File: src/rtl/wb_commit.sv
// Writeback/commit stage: retires one instruction per handshake, waits for and
// formats load data, and drives the register-file write port with registered pulses.
module wb_commit #(
  parameter int unsigned LOAD_TIMEOUT = 16,
  parameter int unsigned TO_W         = 5
) (
  input  logic        clk,
  input  logic        rst_n,
  input  logic        in_valid,
  output logic        in_ready,
  input  logic [4:0]  in_rd,
  input  logic        in_wr_rd,
  input  logic        in_is_load,
  input  logic [2:0]  in_funct3,
  input  logic [1:0]  in_addr_lsb,
  input  logic [31:0] in_result,
  input  logic        dmem_ack,
  input  logic [31:0] dmem_rd_data,
  input  logic        flush,
  output logic [4:0]  rd,
  output logic [31:0] rd_wr_data,
  output logic        rd_wr_en,
  output logic        retired,
  output logic        load_err
);

  localparam int unsigned XLEN = 32;
  localparam int unsigned RW   = 5;

  typedef enum logic {IDLE, WAIT_LOAD} state_t;

  state_t              state, state_nx;
  logic [TO_W-1:0]     cnt, cnt_nx, cnt_inc;
  logic [RW-1:0]       lat_rd, lat_rd_nx;
  logic                lat_wr, lat_wr_nx;
  logic [2:0]          lat_f3, lat_f3_nx;
  logic [1:0]          lat_lsb, lat_lsb_nx;
  logic [RW-1:0]       rd_nx;
  logic [XLEN-1:0]     data_nx;
  logic                en_nx, ret_nx, err_nx;
  logic                f3_legal, misaligned;

  // Select byte/half by address offset, then sign- or zero-extend.
  function automatic logic [XLEN-1:0] fmt_load(input logic [2:0] f3,
                                               input logic [1:0] lsb,
                                               input logic [XLEN-1:0] w);
    logic [7:0]  b;
    logic [15:0] h;
    case (lsb)
      2'd0:    b = w[7:0];
      2'd1:    b = w[15:8];
      2'd2:    b = w[23:16];
      default: b = w[31:24];
    endcase
    h = lsb[1] ? w[31:16] : w[15:0];
    case (f3)
      3'b000:  fmt_load = {{24{b[7]}}, b};
      3'b001:  fmt_load = {{16{h[15]}}, h};
      3'b100:  fmt_load = {24'b0, b};
      3'b101:  fmt_load = {16'b0, h};
      default: fmt_load = w;
    endcase
  endfunction

  assign in_ready   = (state == IDLE);
  assign cnt_inc    = cnt + TO_W'(1);
  assign f3_legal   = (in_funct3 == 3'b000) || (in_funct3 == 3'b001) || (in_funct3 == 3'b010) ||
                      (in_funct3 == 3'b100) || (in_funct3 == 3'b101);
  assign misaligned = ((in_funct3[1:0] == 2'b01) && in_addr_lsb[0]) ||
                      ((in_funct3 == 3'b010) && (in_addr_lsb != 2'b00));

  // Next-state and next-output logic.
  always_comb begin
    state_nx   = state;
    cnt_nx     = cnt;
    lat_rd_nx  = lat_rd;
    lat_wr_nx  = lat_wr;
    lat_f3_nx  = lat_f3;
    lat_lsb_nx = lat_lsb;
    rd_nx      = rd;
    data_nx    = rd_wr_data;
    en_nx      = 1'b0;
    ret_nx     = 1'b0;
    err_nx     = 1'b0;
    case (state)
      IDLE: begin
        if (in_valid) begin
          if (!in_is_load) begin
            rd_nx   = in_rd;
            data_nx = in_result;
            en_nx   = in_wr_rd && (in_rd != '0);
            ret_nx  = 1'b1;
          end else if (!f3_legal || misaligned) begin
            err_nx = 1'b1;
          end else if (dmem_ack) begin
            rd_nx   = in_rd;
            data_nx = fmt_load(in_funct3, in_addr_lsb, dmem_rd_data);
            en_nx   = in_wr_rd && (in_rd != '0);
            ret_nx  = 1'b1;
          end else begin
            lat_rd_nx  = in_rd;
            lat_wr_nx  = in_wr_rd;
            lat_f3_nx  = in_funct3;
            lat_lsb_nx = in_addr_lsb;
            cnt_nx     = '0;
            state_nx   = WAIT_LOAD;
          end
        end
      end
      WAIT_LOAD: begin
        cnt_nx = cnt_inc;
        if (flush) begin
          cnt_nx   = '0;
          state_nx = IDLE;
        end else if (dmem_ack) begin
          rd_nx    = lat_rd;
          data_nx  = fmt_load(lat_f3, lat_lsb, dmem_rd_data);
          en_nx    = lat_wr && (lat_rd != '0);
          ret_nx   = 1'b1;
          cnt_nx   = '0;
          state_nx = IDLE;
        end else if (cnt_inc == TO_W'(LOAD_TIMEOUT)) begin
          err_nx   = 1'b1;
          cnt_nx   = '0;
          state_nx = IDLE;
        end
      end
      default: state_nx = IDLE;
    endcase
  end

  // State, latched load context and registered outputs.
  always_ff @(posedge clk or negedge rst_n) begin
    if (!rst_n) begin
      state      <= IDLE;
      cnt        <= '0;
      lat_rd     <= '0;
      lat_wr     <= 1'b0;
      lat_f3     <= '0;
      lat_lsb    <= '0;
      rd         <= '0;
      rd_wr_data <= '0;
      rd_wr_en   <= 1'b0;
      retired    <= 1'b0;
      load_err   <= 1'b0;
    end else begin
      state      <= state_nx;
      cnt        <= cnt_nx;
      lat_rd     <= lat_rd_nx;
      lat_wr     <= lat_wr_nx;
      lat_f3     <= lat_f3_nx;
      lat_lsb    <= lat_lsb_nx;
      rd         <= rd_nx;
      rd_wr_data <= data_nx;
      rd_wr_en   <= en_nx;
      retired    <= ret_nx;
      load_err   <= err_nx;
    end
  end

endmodule
File: config.mk
export PLATFORM = sky130hd
export DESIGN_NAME = wb_commit
export DESIGN_NICKNAME = d
export VERILOG_FILES = /design/src/rtl/wb_commit.sv
export SDC_FILE = /design/constraint.sdc
export NUM_CORES = 1
export LEC_CHECK = 0
export BUFFER_PORTS_ARGS = -buffer_cell sky130_fd_sc_hd__buf_4
export CAP_MARGIN = 20
export CORE_MARGIN = 1.5
export CORE_UTILIZATION = 52
export DETAILED_ROUTE_END_ITERATION = 8
export PLACE_DENSITY_LB_ADDON = 0.15
export SLEW_MARGIN = 30
export SYNTH_ARGS = -nofsm -noshare
export SYNTH_HDL_FRONTEND = slang
export SYNTH_SLANG_ARGS = --single-unit
File: constraint.sdc
create_clock -name clk -period 2.6 [get_ports clk]
set_clock_uncertainty 0.2 [all_clocks]
set_input_delay 0.52 -clock clk [delete_from_list [all_inputs] [get_ports clk]]
set_output_delay 0.52 -clock clk [all_outputs]
set_load 0.005 [all_outputs]
==> results.yml <==
synthesis:
  ys.flop_type: "dfrtp_1"
  synth.avg_cell_area_sq_um: 8.57
  synth_cells: 463
  synth_area_sq_mm: 0.00397
  yosysWarnings: 0
  ys_ff_latch: 57
  ys_seq_area_frac: 0.360
  synth_edf_count: 0
  syn_nets: 545
  yosysUniqueCellTypes: 53
  ys_async_sr_fraction: 1.00
clocking:
  cts_resized: 0
  cts_setup_buffers: 0
  htreeDepth: 3
  cts_hold_buf: 0
  cts.sinks: 57
  cts_tree: "done"
  path_clk_slew_ps: 70
  cts_buffer_depth: 2
  worstSkewPairLatency_ps: 340
  cts-root-buf: "clkbuf_8"
  cts_made_buffers: 9
timing:
  worstMarginPinSlew_ps: 732
  hold_viol: 0
  setup_viol: 0
  timing.fmax_ghz: 0.463
  grt_setup_unrepaired: "no"
  finalSetupTns_ps: 0
  period_needed_ps: 2160
  fin_crit_sh: 0.831
  slew_viol_final: 0
  relSlewSlack: 0.512
final_layout:
  final_common_cell: "buf_4"
  final_cell_mix: "buf_4, dfrtp_1, nor2_1, nand2_1"
  final_nets: 658
  final_cells: 679
  final_util: 0.707
  area_growth_pct: 30.7
  diodes: 0
  drive_above_1_share: 0.316
run:
  drv_cap: 0
global_route:
  gr-usage-met3: 0.0682
  use_met2: 0.509
  antenna_found_initial: 0
  first_global_vias: 3946
  grt_overflow: 0
  grt_pass1_wl_mm: 19.9
  grt_max_degree: 58
  use_met1: 0.387
  grt_usage: 0.305
  busiest_layer: "met2"
routing:
  drc: 0
  drt_first_pass_iters: 5
  wirelength_mm: 12.1
  vias_per_cell: 6.09
  antenna_left: 0
  drt_iter0_drc: 332
  num_vias: 4133
  wl_per_cell_um: 17.8
worst_setup_path:
  critical_path.startpoint_type: "flop"
  arrival_ps: 1440
  worstPathMaxFanout: 48
  path_class: "reg -> out"
  critPathCaptureType: "primary output"
  cp.required_ps: 1880
floorplan:
  initial_core_util: 0.541
  core_sq_mm: 0.00733
  placementRows: 31
  die_h_um: 90.4
  fp.dieW_um: 90.4
  die-area_sq_mm: 0.00816
  io_pins: 122
outcome:
  outcome: "finished clean"
min_path:
  holdCritPathClass: "in -> async"
place:
  placed_cells: 664
  io_buffers: 121
  hpwl_mm: 8.67
  gp_congestion: 0.959
power:
  p_per_area_mw_per_mm2: 585
  peakVddDrop_mv: 0.426
  leakagePower_nw: 2.31
-- layout make-up --
| type | count | area [sq um] |
|---|---|---|
| multi-input combinational | 353 | 2310 |
| fill | 601 | 2150 |
| sequential | 57 | 1430 |
| timing repair buffer | 139 | 1070 |
| clock buffer | 12 | 155 |
| tap | 99 | 124 |
| inverter | 16 | 60.1 |
| clock inverter | 3 | 40.0 |
-- final timing paths --
check                      cells after the start              start  slack [ps]                          to
max                                            4    state$_DFF_PN0_         440                    in_ready
min reg2reg                                    2  rd[2]$_DFFE_PN0P_         290           rd[2]$_DFFE_PN0P_
min in group clk                               2           in_wr_rd         230          lat_wr$_DFFE_PN0P_
max in group asynchronous                      1              rst_n        1680          cnt[2]$_DFFE_PN0P_
min                                            1              rst_n          30  rd_wr_data[27]$_DFFE_PN0P_
max reg2reg                                    6    state$_DFF_PN0_         470  rd_wr_data[24]$_DFFE_PN0P_
-- routing by layer --
layer  vias up  routed length (um)  share of wire
met5         -                   0              0
met4         0                 251          0.021
met3        21                 878          0.073
met2       190                6050           0.50
met1      1988                4900           0.41
li1       1934                   -              -
-- per-stage QoR --
| stage | hold WS, ps | instance area [sq um] | setup WS [ps] | power [W] |
|---|---|---|---|---|
| 2_1_floorplan | 24.4 | 3970 | 541 | 0.00171 |
| 3_3_place_gp | 272 | 4990 | 356 | 0.00218 |
| 3_5_place_dp | 278 | 4990 | 295 | 0.00220 |
| 4_1_cts | 49.4 | 5180 | 431 | 0.00304 |
| 5_1_grt | 77.5 | 5180 | 280 | 0.00321 |
| 6_report | 33.1 | 5180 | 440 | 0.00303 |
-- state kept, by name (all words and copies together) (netlist names) --
register    count
lat_f3          3
lat_wr          1
rd              5
load_err        1
state           1
lat_rd          5
lat_lsb         2
cnt             5
rd_wr_data     32
rd_wr_en        1
retired         1
-- power by group --
part / switching, W / internal, W
clock: 0.000350 / 0.000486
sequential: 0.000116 / 0.00105
combinational: 0.000505 / 0.000521
total: 0.000971 / 0.00206
-- synthesized netlist by cell type, drive strengths merged (2+ instances only) --
library cell	count	area, sq um
dfrtp	57	1430
nor2	56	210
nand2	49	184
a21oi	31	193
o21ai	27	139
a31oi	26	163
mux2i	26	260
clkbuf	23	86.3
nor2b	22	138
inv	16	60.1
o221ai	16	140
mux2	15	169
buf	14	85.1
a221oi	10	87.6
a311o	10	100
and3	8	50.1
o211ai	7	52.6
nand2b	5	31.3
a311oi	4	52.6
nand3	4	20.0
and2	3	18.8
nor3b	3	22.5
o22a	3	26.3
o31a	3	26.3
nand4	2	12.5
o21bai	2	15.0
or3	2	12.5
or4	2	15.0
-- kinds of logic after synthesis --
family | after synthesis | synth area share
AND/OR/NAND/NOR | 160 | 0.187
AO/OA/AOI/OAI | 150 | 0.278
flip-flops | 57 | 0.360
buffers and inverters | 53 | 0.0583
multiplexers | 42 | 0.114
adder cells (fa/ha/maj) | 1 | 0.00315
-- critical path, cell delays in order (launching register included) --
cell and delay (ps):
dfrtp_1 380, buf_12 250, inv_1 110, buf_4 200, buf_4 150
Note: power is estimated with default switching activity, not from simulation.
